<file path="src/rtl/button_conditioner.sv">
// button_conditioner: synchronizes and debounces a raw pushbutton, then emits
// a registered debounced level plus one-cycle press/release strobes.
// Optional long-hold strobe is compiled in when LONG_PRESS_EN is defined;
// without it long_pulse is tied low and LONG_CYCLES has no effect.
//
// Outputs level/press_pulse/release_pulse/long_pulse are plain registered
// signals (no valid/ready handshake); state_dbg mirrors the FSM state
// (0=IDLE, 1=PRESS_WAIT, 2=HELD, 3=RELEASE_WAIT) for observation only.
module button_conditioner #(
  parameter int DEBOUNCE_CYCLES = 20,
  parameter int LONG_CYCLES     = 100
) (
  input  logic       clk,
  input  logic       reset,
  input  logic       btn,
  output logic       level,
  output logic       press_pulse,
  output logic       release_pulse,
  output logic       long_pulse,
  output logic [1:0] state_dbg
);

  // Debounce counter holds 0..DEBOUNCE_CYCLES-1 and never wraps.
  localparam int DW = $clog2(DEBOUNCE_CYCLES + 1);
  localparam logic [DW-1:0] DEB_LAST = DW'(DEBOUNCE_CYCLES - 1);

  typedef enum logic [1:0] {
    IDLE         = 2'd0,
    PRESS_WAIT   = 2'd1,
    HELD         = 2'd2,
    RELEASE_WAIT = 2'd3
  } state_t;

  logic          sync1_q;
  logic          sync2_q;
  logic          btn_s;
  state_t        state_q;
  logic [DW-1:0] cnt_q;
  logic          level_q;
  logic          press_q;
  logic          release_q;
  logic          press_accept;
  logic          release_accept;

  // Two-flop synchronizer; only the second stage is used downstream.
  always_ff @(posedge clk or posedge reset) begin
    if (reset) begin
      sync1_q <= 1'b0;
      sync2_q <= 1'b0;
    end else begin
      sync1_q <= btn;
      sync2_q <= sync1_q;
    end
  end

  assign btn_s = sync2_q;

  // The sample that completes a debounce run is the one seen while the
  // counter already holds DEBOUNCE_CYCLES-1 consecutive matching samples.
  assign press_accept   = (state_q == PRESS_WAIT)   &&  btn_s && (cnt_q == DEB_LAST);
  assign release_accept = (state_q == RELEASE_WAIT) && !btn_s && (cnt_q == DEB_LAST);

  // Debounce FSM with registered level and press/release strobes.
  always_ff @(posedge clk or posedge reset) begin
    if (reset) begin
      state_q   <= IDLE;
      cnt_q     <= '0;
      level_q   <= 1'b0;
      press_q   <= 1'b0;
      release_q <= 1'b0;
    end else begin
      press_q   <= 1'b0;
      release_q <= 1'b0;
      case (state_q)
        IDLE: begin
          if (btn_s) begin
            state_q <= PRESS_WAIT;
            cnt_q   <= DW'(1);
          end
        end
        PRESS_WAIT: begin
          if (!btn_s) begin
            state_q <= IDLE;
            cnt_q   <= '0;
          end else if (press_accept) begin
            state_q <= HELD;
            cnt_q   <= '0;
            level_q <= 1'b1;
            press_q <= 1'b1;
          end else begin
            cnt_q <= cnt_q + DW'(1);
          end
        end
        HELD: begin
          if (!btn_s) begin
            state_q <= RELEASE_WAIT;
            cnt_q   <= DW'(1);
          end
        end
        RELEASE_WAIT: begin
          if (btn_s) begin
            state_q <= HELD;
            cnt_q   <= '0;
          end else if (release_accept) begin
            state_q   <= IDLE;
            cnt_q     <= '0;
            level_q   <= 1'b0;
            release_q <= 1'b1;
          end else begin
            cnt_q <= cnt_q + DW'(1);
          end
        end
        default: begin
          state_q <= IDLE;
          cnt_q   <= '0;
        end
      endcase
    end
  end

  assign level         = level_q;
  assign press_pulse   = press_q;
  assign release_pulse = release_q;
  assign state_dbg     = state_q;

`ifdef LONG_PRESS_EN
  localparam int LW = $clog2(LONG_CYCLES + 1);
  localparam logic [LW-1:0] LONG_MAX = LW'(LONG_CYCLES);

  logic [LW-1:0] long_cnt_q;
  logic          long_q;
  logic          long_active;

  // Counting continues through RELEASE_WAIT so release bounces do not
  // restart the hold measurement.
  assign long_active = (state_q == HELD) || (state_q == RELEASE_WAIT);

  // Saturating hold counter; the strobe fires on the single step that reaches
  // LONG_CYCLES unless a release is being accepted on the same edge.
  always_ff @(posedge clk or posedge reset) begin
    if (reset) begin
      long_cnt_q <= '0;
      long_q     <= 1'b0;
    end else begin
      long_q <= 1'b0;
      if (press_accept) begin
        long_cnt_q <= '0;
      end else if (long_active && (long_cnt_q != LONG_MAX)) begin
        long_cnt_q <= long_cnt_q + LW'(1);
        if ((long_cnt_q == LONG_MAX - LW'(1)) && !release_accept) begin
          long_q <= 1'b1;
        end
      end
    end
  end

  assign long_pulse = long_q;
`else
  // Long-hold logic absent: port kept, tied low. The expression references
  // LONG_CYCLES only so the parameter remains part of the interface.
  assign long_pulse = (LONG_CYCLES > 0) ? 1'b0 : 1'b0;
`endif

endmodule

</file>
<file path="config.mk">
export PLATFORM = sky130hd
export DESIGN_NAME = button_conditioner
export DESIGN_NICKNAME = d
export VERILOG_FILES = /design/src/rtl/button_conditioner.sv
export SDC_FILE = /design/constraint.sdc
export NUM_CORES = 1
export LEC_CHECK = 0
export ABC_CLOCK_PERIOD_IN_PS = 4100
export CAP_MARGIN = 30
export CORE_ASPECT_RATIO = 0.7
export CORE_MARGIN = 3
export CORE_UTILIZATION = 28
export CTS_CLUSTER_SIZE = 24
export DETAILED_ROUTE_END_ITERATION = 8
export HOLD_SLACK_MARGIN = 0.03
export PLACE_DENSITY = 0.51
export SLEW_MARGIN = 20
export SYNTH_ARGS = -nofsm -noshare
export SYNTH_HDL_FRONTEND = slang
export SYNTH_SLANG_ARGS = --single-unit
export TNS_END_PERCENT = 30
</file>
<file path="constraint.sdc">
create_clock -name clk -period 4.1 [get_ports clk]
set_input_delay 1.23 -clock clk [delete_from_list [all_inputs] [get_ports clk]]
set_output_delay 1.23 -clock clk [all_outputs]
set_load 0.01 [all_outputs]
</file>
==> summary.txt <==
Drt
  • Via density: 4.62
  • Via count: between 300 and 400
  • Initial drt markers: 14
  • Total Wirelength: 978 um
  • Post-DRT Antenna Nets: 0
  • DR WL/cell: ~12 um
  • 1st-pass router iterations: 4
  • # DRC: 0

GRT
  • GRT busiest layer: met1
  • Met1 GRT Util: between 10% and 20%
  • Grt ovf: 0
  • Met2 Use GR: 10.9%
  • Initial antenna violation count: 0
  • Largest net degree at the start of global routing: 13
  • First-pass GRT wire length: 1740 um
  • GR Util met3: 6.38%
  • Gr usage total: between 9 and 10%
  • Number of global-route vias before repair: about 350

Setup path
  • Req. time, crit path: 2.87 ns
  • Worst Reg-to-Reg Cells: 5
  • CP max stage delay: approximately 0.60 ns
  • Worst setup path category: reg -> out
  • Type of origin of the critical path: flop
  • Crit path DAT: approximately 1.4 ns
  • Crit path max fanout: 11
  • Crit-path cells: clkdlybuf4s50_1
  • R2r setup slk: around 2.6 ns
  • R2R Path Start: cnt_q[0]$_DFFE_PP0P_
  • Worst path slowest cell: clkdlybuf4s50_1
  • Critical path buffers and inverters: 1
  • CP Launch Point: state_dbg[0]$_DFFE_PP0P_
  • Setup crit end kind: output pin
  • Reg2reg end: level$_DFFE_PP0P_
  • Family with the most delay on the worst path: buffers and inverters

Yosys
  • Cells after Synth: 56
  • Yosys top cell by area: dfrtp_1
  • Syn_area_per_cell: 9.70 um2
  • Post-synthesis sequential area ratio: a little under three fifths
  • Synth cell count leaders: dfrtp_1 (12), nand2_1 (9), a21oi_1 (4), inv_1 (4), o21ai_0 (4)
  • Async S/R FF share, synth: 100%
  • Main area contributors after synthesis: dfrtp_1 (55%), nand2_1 (6.2%), a21oi_1 (3.7%), o21ai_0 (3.7%), xnor2_1 (3.2%)
  • Yosys Warn Count: 0
  • Top cell type's share of synthesized area: a little under three fifths
  • Post-synth EDFFs: 0
  • Primary FF master, synth: dfrtp_1
  • Most common cell in the synthesized netlist: dfrtp_1
  • Post-Syn Area: around 540 um2
  • #FFs+latches synth: 12
  • Synth Net Count: 60
  • Post-synth cell types: 22

Clock network
  • CTS tree: built
  • Clock sink count: 12
  • Total CTS buffers: 3
  • Postcts setup bufs: 0
  • Reg clk slew, reported paths: about 0.07 ns
  • H-tree levels: 1
  • # hold bufs at CTS: 0
  • Clk_lat worst skew: between 0.2 and 0.3 ns
  • Post-CTS sizing: 0
  • Clk Tree Root Cell: clkbuf_4
  • Maximum clock path buffer count: 2

Timing
  • Setup TNS: 0 ns
  • Final Hold Fails: 0
  • Slew Viols, Final: 0
  • Tcrit/Tclk final: about 64%
  • Setup Viol. Count Final: 0
  • Worst rel slew slack: between 50% and 60%
  • Fin Clk Skew: 0.00558 ns
  • Fmax: 383 MHz
  • Final min period: ~2.6 ns
  • Slew @ Worst Pin: 0.636 ns
  • Unrepaired setup endpoints after global routing: false

Power
  • Int Pwr: 185 uW
  • Combinational power share: under 10%
  • Flop pwr share: a little over half
  • Pwr per Cell Area: about 370 mW/mm2
  • Clock share of power: 39.1%
  • Power, Total: 242 uW
  • Net Sw Frac: between 20% and 30%
  • Total net switching power: ~56 uW
  • Leakage: 0.282 nW
  • VDD IR-drop max: around 0.21 mV

Finish
  • FILL cells: between 150 and 200
  • Inserted Diodes: 0
  • Area growth syn-to-layout: 21.2%
  • Multi-input logic area: 210 um2
  • # nets final: about 70
  • Reg area: ~300 um2
  • Share of layout cells above drive strength 1: 9.38%

Die
  • Initial Util: 32.0%
  • Row Count: 12
  • Core footprint: ~0.0017 mm2
  • Io pins: 9
  • Die Area: roughly 0.0025 mm2
  • Die W: 58.6 um
  • Die extent in y: around 43 um

Place
  • Hpwl dp: 706 um
  • Number of port buffers: 7
  • RePlAce Congestion: between 0.7 and 0.8

Min path
  • Hold Path End: btn_s$_DFF_PP0_
  • Hold Startpoint: sync1_q$_DFF_PP0_
  • Min-Delay Path Depth: 0
  • Worst min-delay path category: reg -> reg

Run
  • Max Cap Viol: 0

Status
  • Outcome: finished clean
cells in the final DEF (no fill, tap or decap):
cell,n
a22oi_1,1
nand2b_1,1
nand2_1,9
clkbuf_4,3
o21ai_0,4
clkdlybuf4s50_1,7
nor3b_1,1
dfrtp_1,12
ha_1,1
nor3_1,1
conb_1,1
nor2_1,3
a21oi_1,4
inv_1,4
nand3_1,3
and2_2,1
clkbuf_8,1
and4bb_2,1
o22ai_1,2
o21a_1,1
mux2i_1,1
xnor2_1,2
worst max-delay path by stage:
stage,end,slack (ns),cells past startpoint
floorplan,state_dbg[1],2.44,0
global placement,state_dbg[0],1.79,1
detailed placement,state_dbg[0],1.78,1
CTS,state_dbg[0],1.47,1
global route,state_dbg[0],1.41,1
finish,state_dbg[0],1.49,1
power groups by stage:
stage	clock network [mW]	logic [mW]	registers, mW
after CTS	0.0975	0.0185	0.129
after global routing	0.103	0.0214	0.130
after global placement	0	0.0182	0.131
after floorplan	0	0.0157	0.129
after detailed placement	0	0.0184	0.131
final	0.0945	0.0183	0.129
per-stage QoR:
| step | hold slack (ns) | utilization (%) | cells | area, um2 | setup WS (ns) |
|---|---|---|---|---|---|
| 3_3_place_gp | 0.333 | 36.7 | 81 | 622 | 1.79 |
| 2_1_floorplan | 0.331 | - | 56 | 543 | 2.44 |
| 3_5_place_dp | 0.339 | 36.7 | 81 | 622 | 1.78 |
| 5_1_grt | 0.360 | 38.8 | 85 | 658 | 1.41 |
| 4_1_cts | 0.356 | 38.8 | 85 | 658 | 1.47 |
| 6_report | 0.351 | 38.8 | 85 | 658 | 1.49 |
layer usage:
layer  routed length [um]  vias up  share of wire [%]
met1                  490      176                 50
li1                     -      201                  -
met5                    0        -                  0
met3                   95        5                9.7
met2                  370       11                 38
met4                   21        0                2.1
area by class of cell:
| cell class | instances | share of cell area (%) |
|---|---|---|
| flip-flops and latches | 12 | 45.6 |
| multi-input cells | 37 | 31.9 |
| repair buffers | 7 | 10.6 |
| clock buffers | 4 | 5.51 |
| well taps | 21 | 3.99 |
| inverters | 4 | 2.28 |
sequential cells by signal (all words and copies together) (netlist names), named ones only:
register / count
cnt_q: 5
level: 1
sync1_q: 1
state_dbg: 1
release_pulse: 1
press_pulse: 1
btn_s: 1
cell families (layout without fill, tap and decap cells):
| kind of cell | after synthesis | count (layout) | synth area share [%] |
|---|---|---|---|
| xor+xnor | 2 | 2 | 3.23 |
| other cells | 1 | 1 | 0.691 |
| mux | 1 | 1 | 1.84 |
| compound gates | 12 | 12 | 12.4 |
| flops | 12 | 12 | 55.3 |
| simple gates | 20 | 20 | 18.2 |
| buf+inv | 7 | 15 | 5.99 |
| fa+ha+maj | 1 | 1 | 2.30 |
Power figures use the tool's default switching activity.
